[src/rtl/life_cell_gen.sv]
// One cell of a Generations-style cellular automaton with programmable B/S rule masks and an output shift chain.
// Optional macro AGE_CNT_EN adds a saturating counter of generations continuously alive.
module life_cell_gen #(
    parameter int unsigned STATES = 2,
    parameter int unsigned SW     = (STATES > 2) ? $clog2(STATES) : 1,
    parameter int unsigned CNT_W  = 8
) (
    input  logic             clk,
    input  logic             reset,
    input  logic             run,
    input  logic [7:0]       nbr,
    input  logic             load_in,
    input  logic [SW-1:0]    in_data,
    input  logic             rule_we,
    input  logic [8:0]       rule_birth,
    input  logic [8:0]       rule_survive,
    input  logic             load_out,
    input  logic             shift,
    input  logic [SW-1:0]    prev_out_data,
    output logic [SW-1:0]    out_data,
    output logic [SW-1:0]    state,
    output logic             alive,
    output logic [CNT_W-1:0] age
);

    localparam logic [SW-1:0] ST_DEAD   = '0;
    localparam logic [SW-1:0] ST_ALIVE  = SW'(1);
    localparam logic [SW-1:0] ST_LAST   = SW'(STATES - 1);
    localparam logic [SW-1:0] ST_DYING0 = (STATES > 2) ? SW'(2) : '0;

    logic [3:0]    count;
    logic [SW-1:0] state_d;
    logic [SW-1:0] out_d;
    logic [8:0]    birth_q;
    logic [8:0]    survive_q;

    // Number of live neighbours, 0..8
    always_comb begin
        count = '0;
        for (int i = 0; i < 8; i++) begin
            count = count + 4'(nbr[i]);
        end
    end

    // Next cell state and next output-chain stage; run beats load_in, load_out beats shift
    always_comb begin
        state_d = state;
        out_d   = out_data;
        if (run) begin
            if (state == ST_DEAD) begin
                state_d = birth_q[count] ? ST_ALIVE : ST_DEAD;
            end else if (state == ST_ALIVE) begin
                state_d = survive_q[count] ? ST_ALIVE : ST_DYING0;
            end else begin
                state_d = (state == ST_LAST) ? ST_DEAD : state + SW'(1);
            end
        end else if (load_in) begin
            state_d = (32'(in_data) >= STATES) ? ST_DEAD : in_data;
        end
        if (load_out) begin
            out_d = state;
        end else if (shift) begin
            out_d = prev_out_data;
        end
    end

    // Registers; alive is kept as its own flop so neighbours see a clean register output
    always_ff @(posedge clk) begin
        if (reset) begin
            state     <= ST_DEAD;
            alive     <= 1'b0;
            out_data  <= '0;
            birth_q   <= 9'h008;
            survive_q <= 9'h00C;
        end else begin
            state    <= state_d;
            alive    <= (state_d == ST_ALIVE);
            out_data <= out_d;
            if (rule_we) begin
                birth_q   <= rule_birth;
                survive_q <= rule_survive;
            end
        end
    end

`ifdef AGE_CNT_EN
    logic [CNT_W-1:0] age_q;
    logic [CNT_W-1:0] age_d;

    // Count only alive-to-alive generations, saturating; anything else restarts at zero
    always_comb begin
        age_d = age_q;
        if (run) begin
            if ((state == ST_ALIVE) && (state_d == ST_ALIVE)) begin
                age_d = (&age_q) ? age_q : age_q + CNT_W'(1);
            end else begin
                age_d = '0;
            end
        end else if (load_in) begin
            age_d = '0;
        end
    end

    always_ff @(posedge clk) begin
        if (reset) begin
            age_q <= '0;
        end else begin
            age_q <= age_d;
        end
    end

    assign age = age_q;
`else
    assign age = '0;
`endif

endmodule

[config.mk]
export PLATFORM = sky130hd
export DESIGN_NAME = life_cell_gen
export DESIGN_NICKNAME = d
export VERILOG_FILES = /design/src/rtl/life_cell_gen.sv
export SDC_FILE = /design/constraint.sdc
export NUM_CORES = 1
export LEC_CHECK = 0
export CAP_MARGIN = 30
export CORE_UTILIZATION = 38
export CTS_CLUSTER_DIAMETER = 60
export CTS_CLUSTER_SIZE = 12
export DETAILED_ROUTE_END_ITERATION = 7
export GPL_ROUTABILITY_DRIVEN = 0
export GPL_TIMING_DRIVEN = 0
export MAX_ROUTING_LAYER = met4
export PLACE_DENSITY = 0.75
export SYNTH_ARGS = -nofsm -noshare
export SYNTH_HDL_FRONTEND = slang
export SYNTH_SLANG_ARGS = --single-unit
export TNS_END_PERCENT = 10
[constraint.sdc]
create_clock -name clk -period 4.1 [get_ports clk]
set_clock_uncertainty 0.2 [all_clocks]
set_input_delay 0.615 -clock clk [delete_from_list [all_inputs] [get_ports clk]]
set_output_delay 0.615 -clock clk [all_outputs]
set_load 0.05 [all_outputs]
[Yosys cells after proc, flatten, opt, wreduce, memory -nomap -nowiden]
Index checks and enable logic that the tools add are counted.
Operators by class
  reductions and logical operators: 2
  mux-type cells: 11
  add/sub/neg operators: 7
  $lt $le $gt $ge: 1
Operators with widths (count)
  $add A4 B1 Y4: 4
  $mux W1: 9
  $bmux W1 S4: 2
  $lt A4 B5 Y1 const B: 1
  $add A3 B1 Y4: 1
  $reduce_bool A2 Y1: 2
  $add A2 B1 Y3: 1
  $add A1 B1 Y2: 1
Storage, ports and cells
  input port bits: 35
  output and inout bits: 11
  register bits: 20
  logic and storage cells: 25

[Depth between registers and ports, before layout]
  depth in word-level cells: 12
  gate-level depth with buffers: 10
  gate-level depth less buffers: 10

[Worst setup path before layout]
No wires, ideal clock.
  path kind: input to register
  from: input port nbr[0]
  to: register alive
  path buffers: 0
  data required time: 3.784 ns
  slack: -0.305 ns
  arrival: 4.088 ns
  stages: 10
  library setup time: 0.116 ns
  path through: inv_1 fa_1 fa_1 fa_1 inv_1 ha_1 fa_1 mux4_1 mux4_2 o211a_1
Between the ends
  word-level cells in the longest chain between the ends: 12
  elaborated cells on any way between the ends: 15
  those cells by class: 7 x add/sub; 8 x mux
Ends and longest elaborated chain
  start: declaration: line 11  | input logic [7:0] nbr,
  $add A1 B1 Y2 *: line 41  | count = count + 4'(nbr[i]);
  $add A2 B1 Y3 *: line 41
  $add A3 B1 Y4 *: line 41
  $add A4 B1 Y4 * (4 in a row): line 41
  $bmux W1 S4 (on tied branches): line 51, 53
  $mux W1 (on tied branches) (2 in a row): line 51, 53
  $mux W1 *: line 50  | if (state == ST_DEAD) begin
  $mux W1 *: line 49  | if (run) begin
  end signal: assignment: line 77  | alive <= (state_d == ST_ALIVE);
  end: declaration: line 22  | output logic alive,
Mark *: on every way between the ends. The rest lies on a longest branch, timed or not. The select of a mux whose other input is x is not followed.
A chain may end at the register's enable or synchronous reset.

[Worst setup path in the final report]
  from: input port nbr[3]
  to: register alive
Between the ends
  word-level cells in the longest chain between the ends: 10
  elaborated cells on any way between the ends: 13
  those cells by class: 5 x add/sub; 8 x mux
Ends and longest elaborated chain (line)
  $add A3 B1 Y4 *: 41
  $add A4 B1 Y4 * (4 in a row): 41
  $bmux W1 S4 (on tied branches): 51, 53
  $mux W1 (on tied branches) (2 in a row): 51, 53
  $mux W1 *: 50
  $mux W1 *: 49
Marks and branches as above.

==> impl_metrics.tcl <==
set metrics [dict create \
    run_status "complete, but fails checks" \
    failed_checks "negative setup slack" \
    detail_route.first_pass.iterations 4 \
    cts_buffer_depth 2 \
    cts-buffers-inserted 3 \
    synth.mux.area_fraction_pct 28.3 \
    hold_class "reg -> reg" \
    maxSlewHeadroom_pct 66.5 \
    core_area_um2 2780 \
    dieArea_um2 3210 \
    dpl_worst_slack_ns -0.855 \
    synth_area_um2 1130 \
    dp_hpwl_um 1710 \
    cts_tree "done" \
    cts_sinks 20 \
    powerDensity_nw_per_um2 347 \
    tns_ns -0.0699 \
    hold_ws_ns 0.300 \
    p_total_mw 0.552 \
    worst_slack_ns -0.0699 \
    vdd_ir_drop_max_uv 231 \
    yosys.area_share.adder_pct 10.4 \
    n_antenna_cell 0 \
    max_freq_ghz 0.240 \
    final_max_slew_viol_count 0 \
    worstMarginPinSlew_ns 0.500 \
    netlist_top_cells_area "dfxtp_1 35%, mux2i_1 15%, mux4_1 9.3%" \
    ctsHoldBuffers 0 \
    grt_pass1_wl_um 3580 \
    io_buffers 36 \
    avgViaCountPerCell 4.63 \
    crit_required_ns 4.09 \
    critical_path.max_fanout 2 \
    yosysWarnings 0 \
    final_nets 198 \
    worstSetupPathType "in -> reg" \
    fin_util_pct 57.2 \
    row_count 19 \
    first_global_vias 862 \
    setup_viol 1 \
    overflow 0 \
    clkLatencyLatePin_ns 0.29 \
    drt_wl_total_um 2090 \
    post-route-period-util_pct 102 \
    vias 857 \
    rr_startpoint "birth_q[1]" \
    rsz0062_at_grt "yes" \
    final_antenna_net_count 0 \
    worstHoldStart "birth_q[5]" \
    avgSynthCellArea_um2 10.6 \
    critPathLaunchType "primary input" \
    cts-root-buf "clkbuf_4" \
    htree_levels 1 \
    synth_top_family_by_area "multiplexers" \
    cp.arrival_ns 4.16 \
    endpoint_kind "flop" \
    synth_seq_cells 20 \
    avgRoutedWirePerCell_um 11.3 \
    ios 46 \
    num-fill-cells 249 \
    maxCapViolCount 0 \
    synth-compound-area-share_pct 5.52 \
    antenna_found_initial 0 \
    grtUsageTotal_pct 14.4 \
    synth-simple-area-share_pct 7.62 \
    p_leak_nw 0.755 \
    drc 0 \
    die_h_um 56.6 \
    crit_start "nbr[3]" \
    cts.clk_slew.worst_paths_ns 0.10 \
    start_util_pct 40.8 \
    yosysTopAreaCell "dfxtp_1" \
    seq_area_frac_synth_pct 35.3 \
    final.min_clock_period_ns 4.17 \
    areaGrowthSynthToFinish_pct 40.4 \
    synth_top_cell_area_share_pct 35.3 \
    yosysUniqueCellTypes 21 \
    drive_gt1_share_pct 17.5 \
    die_x_um 56.6 \
    synthCells 107 \
    synth_xor_area_share_pct 0.773 \
    grt_max_degree 11 \
    first_iter_violations 3 \
    final_hold_viol_count 0 \
]
==> cell families after synthesis <==
logic type,Yosys count
AND/OR/NAND/NOR,20
AO/OA/AOI/OAI,8
flip-flops,20
adder cells (fa/ha/maj),7
multiplexers,24
XOR/XNOR,1
buffers and inverters,26
other,1
==> placed cells by master (no fill, tap or decap), drive strengths merged, types with 2 or more instances in the layout <==
cell and instances:
clkdlybuf4s50 33, inv 13, mux2 2, mux2i 17, a21oi 2, nor2 16
clkbuf 5, mux4 5, fa 4, nor2b 3, ha 3, dfxtp 20
conb 8, buf 15, a211o 3
==> per-stage QoR <==
step / instances / cell area [µm²]
2_1_floorplan: 114 / 1160
3_3_place_gp: 181 / 1560
3_5_place_dp: 181 / 1560
4_1_cts: 185 / 1580
5_1_grt: 185 / 1590
6_report: 185 / 1590
==> path summary, 6_finish.rpt <==
path,to,slack [ns],depth (start not counted)
worst max-delay path,alive,-0.07,11
worst max register to register,alive,2.32,3
worst min register to register,birth_q[5],0.30,2
worst min-delay path,birth_q[5],0.30,2
==> critical path, stage by stage <==
cell     delay [ns]
buf_6          0.07
inv_2          0.03
fa_1           0.55
fa_1           0.42
fa_1           0.52
inv_2          0.05
ha_4           0.16
fa_2           0.57
mux4_2         0.50
mux4_2         0.47
o211a_1        0.21
==> cell type report <==
class / instances / area (µm²) / share of cell area, %
Sequential cell: 20 / 400 / 25.2
Timing Repair Buffer: 37 / 359 / 22.6
Inverter: 13 / 48.8 / 3.07
Multi-Input combinational cell: 68 / 637 / 40.0
Tap cell: 31 / 38.8 / 2.44
Clock buffer: 3 / 22.5 / 1.42
Buffer: 13 / 85.1 / 5.35
==> repair_timing <==
| action | in CTS | in global routing |
|---|---|---|
| setup buffers | 1 | 0 |
| resized for setup | 11 | 3 |
| pin swaps | 5 | 6 |
| endpoints found under the setup margin | 1 | 1 |
| cloned | 0 | 0 |
==> synthesized netlist by cell type <==
master	count
a211o_1	3
nor3b_1	1
buf_4	9
nor2b_1	3
o21ai_0	1
mux4_2	1
a21oi_1	2
mux4_1	4
mux2_2	2
inv_1	13
fa_1	4
conb_1	1
a2111o_1	1
nor2_1	16
ha_1	3
dfxtp_1	20
o211a_1	1
xor2_1	1
buf_2	2
mux2i_1	17
clkbuf_1	2
==> layer usage <==
metal  GRT usage (%)  wire length, µm
met3            2.07              159
met5               -                0
met4            5.23                0
met2            24.2              997
met1            17.5              930
==> sequential cells by signal (all words and copies together), names as in the netlist <==
register   flops
survive_q      9
birth_q        9
out_data       1
alive          1
==> report_power, final <==
part | total (mW) | internal, mW | switching, mW
combinational | 0.248 | 0.137 | 0.111
sequential | 0.217 | 0.208 | 0.00931
clock | 0.0866 | 0.0341 | 0.0525
total | 0.552 | 0.379 | 0.173
(Power assumes the default switching activity.)
